File: src/rtl/i2s_pkg.sv
// Shared I2S receive types: FSM states, default widths, channel-select encodings.
package i2s_pkg;

  typedef enum logic [2:0] {
    UNLOCKED = 3'd0,
    SHIFT_L  = 3'd1,
    PAD_L    = 3'd2,
    SHIFT_R  = 3'd3,
    PAD_R    = 3'd4
  } state_t;

  localparam int DEFAULT_SAMPLE_WIDTH = 16;
  localparam int DEFAULT_SLOT_WIDTH   = 32;

  localparam logic LEFT  = 1'b0;
  localparam logic RIGHT = 1'b1;

endpackage

File: src/rtl/i2s_slot_deserializer.sv
// MSB-first slot capture shared by both channels; a short slot leaves its LSBs zero.
// Commit is combinational: sample already includes the sd bit of the committing edge.
module i2s_slot_deserializer
  import i2s_pkg::*;
#(
  parameter int SAMPLE_WIDTH = DEFAULT_SAMPLE_WIDTH
) (
  input  logic                    clk,
  input  logic                    rst_n,
  input  logic                    start,
  input  logic                    shift,
  input  logic                    slot_end,
  input  logic                    sd,
  output logic                    last_bit,
  output logic                    commit,
  output logic [SAMPLE_WIDTH-1:0] sample
);

  localparam int CW = $clog2(SAMPLE_WIDTH + 1);

  logic [CW-1:0]           bit_cnt;
  logic [CW-1:0]           pos;
  logic [SAMPLE_WIDTH-1:0] sreg;
  logic [SAMPLE_WIDTH-1:0] placed;

  // Each bit lands at its final position, so the register is zero-filled by construction.
  assign pos      = CW'(SAMPLE_WIDTH - 1) - bit_cnt;
  assign placed   = sreg | ({{(SAMPLE_WIDTH-1){1'b0}}, sd} << pos);
  assign last_bit = (bit_cnt == CW'(SAMPLE_WIDTH - 1));
  assign commit   = shift && (last_bit || slot_end);
  assign sample   = placed;

  always_ff @(posedge clk or negedge rst_n) begin
    if (!rst_n) begin
      sreg    <= '0;
      bit_cnt <= '0;
    end else if (start) begin
      sreg    <= '0;
      bit_cnt <= '0;
    end else if (shift) begin
      sreg    <= placed;
      bit_cnt <= bit_cnt + 1'b1;
    end
  end

endmodule

File: src/rtl/i2s_rx_frame.sv
// I2S receiver: frame lock, L/R capture, pair register with valid/ready; zero added latency.
// A pair completing while the held pair is unconsumed is dropped and flags overrun
// (counted in overrun_count when I2S_RX_OVERRUN_COUNT_EN is defined).
module i2s_rx_frame
  import i2s_pkg::*;
#(
  parameter int SAMPLE_WIDTH  = DEFAULT_SAMPLE_WIDTH,
  parameter int SLOT_WIDTH    = DEFAULT_SLOT_WIDTH,
  parameter int OVR_CNT_WIDTH = 8
) (
  input  logic                    clk,
  input  logic                    rst_n,
  input  logic                    enable,
  input  logic                    ws,
  input  logic                    sd,
  output logic [SAMPLE_WIDTH-1:0] pcm_left,
  output logic [SAMPLE_WIDTH-1:0] pcm_right,
  output logic                    pcm_valid,
  input  logic                    pcm_ready,
  output logic                    locked,
  output logic                    overrun,
  input  logic                    clear_overrun
`ifdef I2S_RX_OVERRUN_COUNT_EN
  ,
  output logic [OVR_CNT_WIDTH-1:0] overrun_count
`endif
);

  localparam int SCW = $clog2(SLOT_WIDTH + 1);

  state_t                  state;
  state_t                  state_nxt;
  logic                    ws_q;
  logic                    ws_edge;
  logic                    ws_rise;
  logic                    ws_fall;
  logic [SCW-1:0]          slot_cnt;
  logic                    slot_over;
  logic                    in_left;
  logic                    in_right;
  logic                    lose;
  logic                    shift;
  logic                    start;
  logic                    last_bit;
  logic                    commit;
  logic [SAMPLE_WIDTH-1:0] sample;
  logic [SAMPLE_WIDTH-1:0] left_hold;
  logic                    pair_done;
  logic                    consume;
  logic                    load;
  logic                    drop;

  assign ws_edge   = (ws != ws_q);
  assign ws_rise   = ws_edge && (ws == RIGHT);
  assign ws_fall   = ws_edge && (ws == LEFT);
  assign in_left   = (state == SHIFT_L) || (state == PAD_L);
  assign in_right  = (state == SHIFT_R) || (state == PAD_R);
  assign slot_over = (slot_cnt == SCW'(SLOT_WIDTH)) && !ws_edge;
  assign lose      = (in_left && ws_fall) || (in_right && ws_rise) || ((in_left || in_right) && slot_over);
  assign shift     = enable && !lose && ((state == SHIFT_L) || (state == SHIFT_R));
  assign start     = enable && ((state == UNLOCKED) ? ws_fall : (!lose && ws_edge));
  assign locked    = (state != UNLOCKED);

  i2s_slot_deserializer #(
    .SAMPLE_WIDTH (SAMPLE_WIDTH)
  ) u_deser (
    .clk      (clk),
    .rst_n    (rst_n),
    .start    (start),
    .shift    (shift),
    .slot_end (ws_edge),
    .sd       (sd),
    .last_bit (last_bit),
    .commit   (commit),
    .sample   (sample)
  );

  always_comb begin
    state_nxt = state;
    if (!enable) begin
      state_nxt = UNLOCKED;
    end else begin
      case (state)
        UNLOCKED: if (ws_fall) state_nxt = SHIFT_L;
        SHIFT_L, PAD_L: begin
          if (lose)                                state_nxt = UNLOCKED;
          else if (ws_rise)                        state_nxt = SHIFT_R;
          else if ((state == SHIFT_L) && last_bit) state_nxt = PAD_L;
        end
        SHIFT_R, PAD_R: begin
          if (lose)                                state_nxt = UNLOCKED;
          else if (ws_fall)                        state_nxt = SHIFT_L;
          else if ((state == SHIFT_R) && last_bit) state_nxt = PAD_R;
        end
        default: state_nxt = UNLOCKED;
      endcase
    end
  end

  always_ff @(posedge clk or negedge rst_n) begin
    if (!rst_n) begin
      state    <= UNLOCKED;
      ws_q     <= 1'b0;
      slot_cnt <= '0;
    end else begin
      state <= state_nxt;
      ws_q  <= ws;
      if (start)                  slot_cnt <= '0;
      else if (state != UNLOCKED) slot_cnt <= slot_cnt + 1'b1;
    end
  end

  // Pair handshake: a completing pair may replace one being consumed on the same edge.
  assign pair_done = commit && (state == SHIFT_R);
  assign consume   = pcm_valid && pcm_ready;
  assign load      = pair_done && (!pcm_valid || consume);
  assign drop      = pair_done && !load;

  always_ff @(posedge clk or negedge rst_n) begin
    if (!rst_n) begin
      left_hold <= '0;
      pcm_left  <= '0;
      pcm_right <= '0;
      pcm_valid <= 1'b0;
      overrun   <= 1'b0;
    end else begin
      if (commit && (state == SHIFT_L)) left_hold <= sample;
      if (load) begin
        pcm_left  <= left_hold;
        pcm_right <= sample;
        pcm_valid <= 1'b1;
      end else if (consume) begin
        pcm_valid <= 1'b0;
      end
      if (drop)               overrun <= 1'b1;
      else if (clear_overrun) overrun <= 1'b0;
    end
  end

`ifdef I2S_RX_OVERRUN_COUNT_EN
  always_ff @(posedge clk or negedge rst_n) begin
    if (!rst_n) begin
      overrun_count <= '0;
    end else if (drop) begin
      if (overrun_count != {OVR_CNT_WIDTH{1'b1}}) overrun_count <= overrun_count + 1'b1;
    end else if (clear_overrun) begin
      overrun_count <= '0;
    end
  end
`endif

endmodule

File: config.mk
export PLATFORM = sky130hd
export DESIGN_NAME = i2s_rx_frame
export DESIGN_NICKNAME = d
export VERILOG_FILES = /design/src/rtl/i2s_pkg.sv /design/src/rtl/i2s_slot_deserializer.sv /design/src/rtl/i2s_rx_frame.sv
export SDC_FILE = /design/constraint.sdc
export NUM_CORES = 1
export LEC_CHECK = 0
export ABC_AREA = 1
export ABC_CLOCK_PERIOD_IN_PS = 1850
export BUFFER_PORTS_ARGS = -buffer_cell sky130_fd_sc_hd__buf_4
export CAP_MARGIN = 20
export CORE_MARGIN = 1
export CORE_UTILIZATION = 52
export CTS_CLUSTER_DIAMETER = 50
export DETAILED_ROUTE_END_ITERATION = 16
export MAX_ROUTING_LAYER = met4
export PLACE_DENSITY = 0.8
export SYNTH_ARGS = -nofsm -noshare
export SYNTH_HDL_FRONTEND = slang
export SYNTH_SLANG_ARGS = --single-unit
export TNS_END_PERCENT = 100
File: constraint.sdc
create_clock -name clk -period 1.85 [get_ports clk]
set_input_delay 0.555 -clock clk [delete_from_list [all_inputs] [get_ports clk]]
set_output_delay 0.555 -clock clk [all_outputs]
set_load 0.02 [all_outputs]
==> flow_summary.html <==
<table>
<tr><th>Metric</th><th>Value</th></tr>
<tr><th colspan="2">Synth</th></tr>
<tr><td>Share of Yosys cell area claimed by the top area cell type</td><td>0.5339</td></tr>
<tr><td>Number of warnings issued by yosys</td><td>0</td></tr>
<tr><td>Post-synthesis net count</td><td>471</td></tr>
<tr><td>Top cells by count, synth</td><td>sky130_fd_sc_hd__nand2_1 (171), sky130_fd_sc_hd__dfrtp_1 (81), sky130_fd_sc_hd__nor2_1 (53)</td></tr>
<tr><td>FF+latch count, synth</td><td>81</td></tr>
<tr><td>EDFF count, synth</td><td>0</td></tr>
<tr><td>Cell taking the most area after synthesis</td><td>sky130_fd_sc_hd__dfrtp_1</td></tr>
<tr><td>Mean instance size in the synthesized netlist</td><td>8.270 sq um</td></tr>
<tr><td>Most used DFF post-synth</td><td>sky130_fd_sc_hd__dfrtp_1</td></tr>
<tr><td>Number of instances in the synthesized netlist</td><td>459</td></tr>
<tr><td>Netlist cell types</td><td>27</td></tr>
<tr><td>Proportion of synthesized flip-flops having asynchronous set or reset</td><td>1.000</td></tr>
<tr><td>Netlist area before placement</td><td>3796 sq um</td></tr>
<tr><td>Top-count cell post-synth</td><td>sky130_fd_sc_hd__nand2_1</td></tr>
<tr><td>Largest cells by area after synthesis</td><td>sky130_fd_sc_hd__dfrtp_1 (53%), sky130_fd_sc_hd__nand2_1 (17%), sky130_fd_sc_hd__nand4_1 (5.4%)</td></tr>
<tr><td>Proportion of synthesized chip area in sequential cells</td><td>0.5339</td></tr>
<tr><th colspan="2">Timing</th></tr>
<tr><td>Slew @ Worst Pin</td><td>0.3579 ns</td></tr>
<tr><td>Period Utilization, post-route</td><td>0.9839</td></tr>
<tr><td>Unrepaired setup endpoints after global routing</td><td>true</td></tr>
<tr><td>Max Clock Skew</td><td>0.008392 ns</td></tr>
<tr><td>Number of pins with negative max-slew slack in the final report</td><td>0</td></tr>
<tr><td>Number of endpoints with negative hold slack in the final report</td><td>0</td></tr>
<tr><td>Final setup slack of the worst path</td><td>0.02981 ns</td></tr>
<tr><td>Highest achievable clock rate</td><td>0.5494 GHz</td></tr>
<tr><td>Clock period minus worst slack</td><td>1.820 ns</td></tr>
<tr><td>Final setup fails</td><td>0</td></tr>
<tr><td>Remaining max-slew budget at the tightest pin</td><td>0.7609</td></tr>
<tr><th colspan="2">CTS</th></tr>
<tr><td>Number of hold buffers added after CTS</td><td>0</td></tr>
<tr><td>Root Buffer</td><td>sky130_fd_sc_hd__clkbuf_8</td></tr>
<tr><td>Register clock-pin slew on the reported worst setup and hold paths</td><td>0.09 ns</td></tr>
<tr><td>Total clock buffers created by CTS</td><td>9</td></tr>
<tr><td>Number of levels the H-tree was split into</td><td>3</td></tr>
<tr><td>CTS tree</td><td>built</td></tr>
<tr><td>Clock latency at the later pin of the worst-skew pair</td><td>0.35 ns</td></tr>
<tr><td>CTS sink cnt</td><td>81</td></tr>
<tr><td>Number of buffers on the longest clock path</td><td>2</td></tr>
<tr><th colspan="2">Global routing</th></tr>
<tr><td>Wire length of the first global-routing pass</td><td>14,260 microns</td></tr>
<tr><td>Vias in the first global route</td><td>3,131</td></tr>
<tr><td>Overall Global Routing Usage</td><td>0.2497</td></tr>
<tr><td>Final global-route overflow total</td><td>0</td></tr>
<tr><td>Antenna violations before repair</td><td>0</td></tr>
<tr><td>Maximum number of pins on one net before global-route repair</td><td>34</td></tr>
<tr><th colspan="2">Drt</th></tr>
<tr><td>Routed Antenna Nets</td><td>0</td></tr>
<tr><td>Detailed Route WL</td><td>8836 microns</td></tr>
<tr><td>Total vias in the final route</td><td>3,399</td></tr>
<tr><td>Vias per cell</td><td>5.447</td></tr>
<tr><td>Total iterations of the first detailed-routing run</td><td>5</td></tr>
<tr><td>Drt wl/cell</td><td>14.16 microns</td></tr>
<tr><td>Remaining routing DRC violations</td><td>0</td></tr>
<tr><td>Drt initial violations</td><td>242</td></tr>
<tr><th colspan="2">Die</th></tr>
<tr><td>Initial standard-cell utilization of the core</td><td>0.5496</td></tr>
<tr><td>Die Span X</td><td>87.44 microns</td></tr>
<tr><td>Ports</td><td>42</td></tr>
<tr><td>Core Region</td><td>6907 sq um</td></tr>
<tr><td>Number of rows in the core area</td><td>30</td></tr>
<tr><td>Die boundary height</td><td>87.44 microns</td></tr>
<tr><td>Die area</td><td>7646 sq um</td></tr>
<tr><th colspan="2">Worst setup path</th></tr>
<tr><td>Slowest Stage Delay on Critical Path</td><td>0.43 ns</td></tr>
<tr><td>Dominant cell type by count on the critical path</td><td>sky130_fd_sc_hd__nand2_2</td></tr>
<tr><td>Required time at the endpoint of the critical path</td><td>2.13 ns</td></tr>
<tr><td>Highest fanout seen on the critical path</td><td>8</td></tr>
<tr><td>Reg-to-reg startpoint</td><td>ws_q$_DFF_PN0_</td></tr>
<tr><td>Data arrival time of the critical path</td><td>2.10 ns</td></tr>
<tr><td>Crit-path slowest cell</td><td>sky130_fd_sc_hd__dfrtp_1</td></tr>
<tr><td>Crit path launch</td><td>ws_q$_DFF_PN0_</td></tr>
<tr><td>Worst path cell trace</td><td>ha_4 &gt; nand3_2 &gt; nor2_2 &gt; nand2_2 &gt; nand2_2 &gt; nor2_4 &gt; a21boi_4 &gt; clkbuf_16 &gt; nand2_1 &gt; nor2_1</td></tr>
<tr><td>Path type of the worst setup path</td><td>register to register</td></tr>
<tr><td>Startpoint type of the worst setup path</td><td>register</td></tr>
<tr><td>Critical Path Sink Type</td><td>register</td></tr>
<tr><th colspan="2">Cells and area</th></tr>
<tr><td>Area growth, synth to finish</td><td>26.53%</td></tr>
<tr><td>Antenna cells</td><td>0</td></tr>
<tr><td>Net total in the final layout</td><td>535</td></tr>
<tr><td>Proportion of layout cells with a drive suffix above 1</td><td>0.2367</td></tr>
<tr><th colspan="2">Power and ir drop</th></tr>
<tr><td>Cell leakage power</td><td>2.569 nW</td></tr>
<tr><td>Power Dens Cells</td><td>1009 nW/um^2</td></tr>
<tr><td>Total power draw</td><td>4.849 mW</td></tr>
<tr><td>Highest ir drop seen on vdd</td><td>0.7677 mV</td></tr>
<tr><th colspan="2">Status</th></tr>
<tr><td>Result of the run</td><td>finished, final reports clean</td></tr>
<tr><th colspan="2">Placement</th></tr>
<tr><td>Number of buffers inserted by port buffering</td><td>41</td></tr>
<tr><td>Global placer's final weighted congestion</td><td>0.9217</td></tr>
<tr><td>Placed wire-length estimate after detailed placement</td><td>6039 microns</td></tr>
<tr><td>Post-placement worst setup slack</td><td>-0.2146 ns</td></tr>
<tr><th colspan="2">Flow run</th></tr>
<tr><td>Reported max-cap violation count</td><td>0</td></tr>
<tr><th colspan="2">Worst hold path</th></tr>
<tr><td>Class of the worst hold path</td><td>input port to async pin</td></tr>
</table>
[through the flow]
step	util	area (sq um)	std cells	TNS (ns)	hold slack (ns)
after floorplan	-	3819	459	0	0.2594
after global placement	0.6395	4417	602	-8.150	0.4422
after detailed placement	0.6395	4417	602	-12.24	0.4385
after CTS	0.6764	4672	623	-0.003124	0.06038
after global routing	0.6955	4803	624	-2.631	0.06854
final	0.6955	4803	624	0	0.06296
[power by group]
group | internal, mW | total [mW] | switching, mW
registers | 1.92 | 2.03 | 0.111
clock network | 0.637 | 1.31 | 0.672
logic | 0.611 | 1.51 | 0.902
total | 3.16 | 4.85 | 1.69
[what timing repair did]
item | in CTS | in global routing
gates cloned | 0 | 1
gates resized for setup | 6 | 25
endpoints found under the setup margin | 1 | 81
pin swaps | 1 | 8
buffers inserted | 5 | 1
hold endpoints to repair | 0 | 0
[critical path, delay by kind of cell (launching register included)]
family          cells  cell delay, ns
simple gates        7            0.64
flops               1            0.43
fa+ha+maj           1            0.28
compound gates      1            0.22
buf+inv             1            0.19
[placed cells by master (no fill, tap or decap), drive strengths merged]
master,netlist,layout
nand2,172,172
dfrtp,81,81
buf,13,71
nor2,58,58
nand4,35,35
inv,28,30
nand3,20,20
o21bai,10,10
clkbuf,6,10
a21oi,9,9
nor3,7,7
ha,5,5
clkinv,3,5
xor2,4,4
o21ai,3,3
a31o,2,2
clkinvlp,0,2
a21o,1,1
a21boi,1,1
and3,1,1
bufinv,0,1
[registers in the layout, summed over array words and instances, names as in the netlist]
signal,cells
left_hold,16
pcm_valid,1
slot_cnt,6
u_deser.sreg,16
overrun,1
ws_q,1
u_deser.bit_cnt,5
pcm_left,16
pcm_right,16
state,3
[path summary, 6_finish.rpt]
check / endpoint / slack, ns / cells after the start
setup / recovery: u_deser.sreg[2]$_DFFE_PN0P_ / 0.03 / 10
hold / removal: pcm_right[4]$_DFFE_PN0P_ / 0.06 / 1
setup reg to reg: u_deser.sreg[2]$_DFFE_PN0P_ / 0.03 / 10
hold reg to reg: pcm_left[2]$_DFFE_PN0P_ / 0.47 / 2
max in group asynchronous: state[2]$_DFFE_PN0P_ / 1.28 / 2
min in group clk: ws_q$_DFF_PN0_ / 0.32 / 1
[metal layers]
metal	global-route usage	up-vias	wire, microns
met3	0.03602	20	431
met2	0.3864	117	4301
met1	0.3342	1651	3927
li1	-	1611	-
met4	0.09538	0	175
met5	-	-	0
[area by class of cell]
cell class,count,area [sq um]
Clock buffer,9,123.9
Clock inverter,7,78.83
Tap cell,96,120.1
Inverter,31,117.6
Timing Repair Buffer,72,660.6
Sequential cell,81,2028
Multi-Input combinational cell,328,1674
Fill cell,553,2103
[cell families after synthesis]
family	after synthesis	synth area share
simple gates	293	0.3375
flops	81	0.5339
buf+inv	50	0.05570
compound gates	26	0.04713
fa+ha+maj	5	0.01648
xor+xnor	4	0.009228
No activity file was read; power rests on OpenSTA's default activity.
